File: config.mk
export PLATFORM = sky130hd
export DESIGN_NAME = scratch_bank
export DESIGN_NICKNAME = d
export VERILOG_FILES = /design/src/rtl/scratch_bank_pkg.sv /design/src/rtl/scratch_bank_ram.sv /design/src/rtl/scratch_bank.sv
export SDC_FILE = /design/constraint.sdc
export NUM_CORES = 1
export LEC_CHECK = 0
export CAP_MARGIN = 20
export CORE_UTILIZATION = 39
export DETAILED_ROUTE_END_ITERATION = 10
export GPL_ROUTABILITY_DRIVEN = 0
export PLACE_DENSITY = 0.57
export SYNTH_ARGS = -nofsm -noshare
export SYNTH_HDL_FRONTEND = slang
export SYNTH_HIERARCHICAL = 1
export SYNTH_SLANG_ARGS = --single-unit
File: constraint.sdc
create_clock -name clk -period 2 [get_ports clk]
set_input_delay 0.3 -clock clk [delete_from_list [all_inputs] [get_ports clk]]
set_output_delay 0.3 -clock clk [all_outputs]
set_load 0.01 [all_outputs]
File: src/rtl/scratch_bank_pkg.sv
// scratch_bank_pkg: ZX-Uno register-map constants and helpers shared by the scratch bank.
package scratch_bank_pkg;

  localparam logic [7:0] ZXUNO_SCRATCH_ADDR = 8'hFD;
  localparam logic [7:0] ZXUNO_SCRATCH_DATA = 8'hFE;

  typedef struct packed {
    logic hit_addr;
    logic hit_data;
    logic rd;
    logic wr;
  } bus_dec_t;

  function automatic int ptr_width(input int depth);
    return (depth < 2) ? 1 : $clog2(depth);
  endfunction

endpackage

File: src/rtl/scratch_bank_ram.sv
// scratch_bank_ram: DEPTH x 8 storage, synchronous write, asynchronous read, never reset.
module scratch_bank_ram #(
  parameter int DEPTH = 16,
  parameter int AW    = 4
) (
  input  logic          clk,
  input  logic          we_i,
  input  logic [AW-1:0] addr_i,
  input  logic [7:0]    wdata_i,
  output logic [7:0]    rdata_o
);

  logic [7:0] mem [DEPTH];

  always_ff @(posedge clk)
    if (we_i) mem[addr_i] <= wdata_i;

  assign rdata_o = mem[addr_i];

endmodule

File: src/rtl/scratch_bank.sv
// scratch_bank: pointer/data register pair giving bus access to a small scratch RAM,
// with optional pointer post-increment at the end of each data-window access.
module scratch_bank
  import scratch_bank_pkg::*;
#(
  parameter logic [7:0] ADDR_REG = ZXUNO_SCRATCH_ADDR,
  parameter logic [7:0] DATA_REG = ZXUNO_SCRATCH_DATA,
  parameter int         DEPTH    = 16,
  parameter bit         AUTOINC  = 1'b1
) (
  input  logic       clk,
  input  logic       poweron_rst_n,
  input  logic [7:0] zxuno_addr,
  input  logic       zxuno_regrd,
  input  logic       zxuno_regwr,
  input  logic [7:0] din,
  output logic [7:0] dout,
  output logic       oe_n
);

  localparam int PW = ptr_width(DEPTH);

  bus_dec_t      bus;
  logic [PW-1:0] ptr_q, ptr_d;
  logic          acc_q, acc_d;
  logic          run_q;
  logic [7:0]    dout_q, dout_d;
  logic [7:0]    rdata;
  logic          acc_end, ptr_ld, we;

  assign bus = '{hit_addr: zxuno_addr == ADDR_REG, hit_data: zxuno_addr == DATA_REG,
                 rd: zxuno_regrd, wr: zxuno_regwr};

  // run_q keeps the RAM write enable low while reset is held, so an aborted access stores nothing
  always_comb begin
    acc_d   = bus.hit_data && (bus.rd || bus.wr);
    acc_end = acc_q && !acc_d;
    ptr_ld  = bus.wr && bus.hit_addr;
    we      = run_q && bus.wr && bus.hit_data;
    ptr_d   = ptr_ld ? din[PW-1:0] : (AUTOINC && acc_end) ? ptr_q + 1'b1 : ptr_q;
    dout_d  = bus.hit_addr ? 8'(ptr_q) : rdata;
  end

  always_ff @(posedge clk or negedge poweron_rst_n)
    if (!poweron_rst_n) begin
      ptr_q  <= '0;
      acc_q  <= 1'b0;
      run_q  <= 1'b0;
      dout_q <= 8'h00;
    end else begin
      ptr_q  <= ptr_d;
      acc_q  <= acc_d;
      run_q  <= 1'b1;
      dout_q <= dout_d;
    end

  scratch_bank_ram #(.DEPTH(DEPTH), .AW(PW)) u_ram (
    .clk     (clk),
    .we_i    (we),
    .addr_i  (ptr_q),
    .wdata_i (din),
    .rdata_o (rdata)
  );

  assign dout = dout_q;
  assign oe_n = !(bus.rd && (bus.hit_addr || bus.hit_data));

endmodule

==> reports/qor.yml <==
status: "finished clean"
worst_slew_pin_slew_ns: 0.717
cts_max_path_buffers: 2
io_pins: 29
ant_nets: 0
end_kind: "flop"
final_common_cell: "edfxtp_1"
port_buffers: 28
vdd_drop_max_mv: 0.597
slew_headroom_pct: 52.1
grt_pass1_vias: 2992
synth_seq_area_share_pct: 75.4
timing.fmax_mhz: 521
min_period_over_period_pct: 96.0
wirelength_um: 11500
wl_per_cell_um: 20.9
fp.dieW_um: 121
syn_inst: 278
drv_cap: 0
avgSynthCellArea_sq_um: 20.0
leakage_nw: 2.43
mostFrequentLayoutCells: "edfxtp_1 (128), buf_4 (41), mux4_2 (32), clkdlybuf4s50_1 (19)"
grt_setup_unrepaired: "yes"
fp.dieArea_sq_um: 14800
start_util_pct: 40.1
grt_pass1_wl_um: 17800
synthAdderAreaFrac_pct: 0.225
dieHeight_um: 121
vias: 2906
p_per_area_nw_per_um2: 1010
multi_input_area_sq_um: 1370
worst_hold_slack_ns: 0.290
final-hold-violation-count: 0
worst_ep_arrival_time_ns: 2.04
ff2ff_path_depth: 6
syn_to_final_growth_pct: 27.4
cts_setup_buffers: 0
drive_gt1_share_pct: 35.7
first_pass_iters: 4
finalSetupViolations: 0
cp-start-kind: "flop"
dp_cells: 520
cp_max_fo: 4
clock_latency_ns: 0.41
coreArea_sq_um: 13900
clock_sinks: 142
grt_antenna_before_repair: 0
cts_htree_levels: 4
drt_iter0_markers: 208
skew_ns: 0.00785
nets: 381
fin_setup_tns_ns: 0
synthXorXnorAreaFrac_pct: 0.315
synth_top_family_by_area: "multiplexers"
n_fill_cell: 1121
syn-cell-area_sq_um: 5570
grt_util_all_layers_pct: 17.4
drv_slew: 0
rr_endpoint: "u_ram/mem[0][3]"
r2r_slack_ns: 0.08
grt_max_degree: 20
regToRegStartpoint: "run_q"
dp_hpwl_um: 7580
synth.area.mux_share_pct: 13.9
synth_compound_area_share_pct: 3.24
hold_path_class: "primary input to asynchronous set/reset pin"
path_class: "flop to flop"
cts_hold_buf: 0
ys_types: 33
overflow: 0
layout.cells.non_filler: 553
seq_area_sq_um: 4200
post-route-min-period_ns: 1.92
antenna_cells: 0
clk_pin_slew_ns: 0.06
ys_ff_latch: 142
syn-num-nets: 299
synth_warnings: 6
rows: 43
cts_tree: "done"
cts_root_buffer: "clkbuf_16"
cts_buffers: 17
drc: 0
synthSimpleGateAreaFrac_pct: 5.58
viasPerCell: 5.25
worstPathRequired_ns: 2.12
[metal layers]
layer	up-vias	GRT usage, %	share of wire [%]
li1	1290	-	-
met1	1529	23.5	45
met2	79	27.5	50
met3	8	3.81	4.1
met4	0	7.10	1.2
met5	-	0	0
[cell usage after synthesis]
library cell,count,area (sq um)
inv_1,2,7.51
ha_1,1,12.5
mux2i_1,1,10.0
o21ai_0,2,10.0
buf_6,2,22.5
a31oi_1,2,12.5
buf_1,4,15.0
clkbuf_2,1,5.00
or3b_2,1,8.76
nand2b_1,2,12.5
nor3_1,4,20.0
nand4_4,1,21.3
nand3b_1,2,15.0
mux4_2,32,721
clkbuf_1,3,11.3
nor2_1,20,75.1
a22oi_1,16,120
dfrtp_1,14,350
nand4b_1,1,8.76
nand2b_4,1,13.8
or3_2,3,22.5
buf_2,2,10.0
o41ai_4,1,27.5
nand2_1,11,41.3
conb_1,1,3.75
nand3_1,3,15.0
xor2_1,2,17.5
nor4_1,2,12.5
and2_1,1,6.26
nor2b_1,6,37.5
a21oi_1,2,10.0
mux2_2,4,45.0
edfxtp_1,128,3840
[stage by stage]
step / area (sq um) / setup WS [ns] / util, % / total power [W]
floorplan: 5600 / 0.0232 / - / 0.00384
global placement: 6420 / -0.562 / 46.3 / 0.00421
detailed placement: 6420 / -0.509 / 46.3 / 0.00421
CTS: 7030 / 0.00841 / 50.7 / 0.00724
global route: 7090 / -0.0174 / 51.1 / 0.00743
finish: 7090 / 0.0798 / 51.1 / 0.00718
[worst max-delay path by stage]
stage / start / endpoint
finish: run_q / u_ram/mem[0][3]
CTS: ptr_q[0] / dout[0]
detailed placement: zxuno_addr[6] / u_ram/mem[3][5]
global placement: zxuno_addr[6] / u_ram/mem[0][5]
floorplan: zxuno_addr[3] / u_ram/mem[12][0]
global route: run_q / u_ram/mem[0][3]
[cell type report]
type	instances	share of cell area [%]
Clock buffer	21	6.35
Clock inverter	11	1.69
Inverter	2	0.106
Multi-Input combinational cell	122	19.3
Sequential cell	142	59.2
Tap cell	180	3.18
Timing Repair Buffer	75	10.2
[logic make-up after synthesis]
group | after synthesis
multiplexers | 37
adder cells (fa/ha/maj) | 1
AO/OA/AOI/OAI | 23
XOR/XNOR | 2
buffers and inverters | 14
other | 1
flip-flops | 142
AND/OR/NAND/NOR | 58
[flip-flops by register name, indices dropped and copies added, names as in the netlist]
signal,count
u_ram/mem,128
acc_q,1
run_q,1
dout,8
ptr_q,4
[worst max-delay path, stage by stage (launching register included)]
cell,delay [ns]
dfrtp_1,0.34
nand2_2,0.07
nor4_4,0.25
buf_4,0.16
or3b_4,0.43
nor3_4,0.24
buf_6,0.14
[power breakdown]
part | switching (W) | internal [W] | leakage [nW]
Combinational | 0.000413 | 0.000464 | 0.832
Clock | 0.00113 | 0.00186 | 0.273
Sequential | 0.0000308 | 0.00329 | 1.32
Total | 0.00157 | 0.00561 | 2.43
[timing repair]
action	in CTS	in global routing
endpoints found under the setup margin	34	40
gates resized for setup	3	16
gates cloned	1	0
pin swaps	0	3
Note: power is estimated with default switching activity, not from simulation.
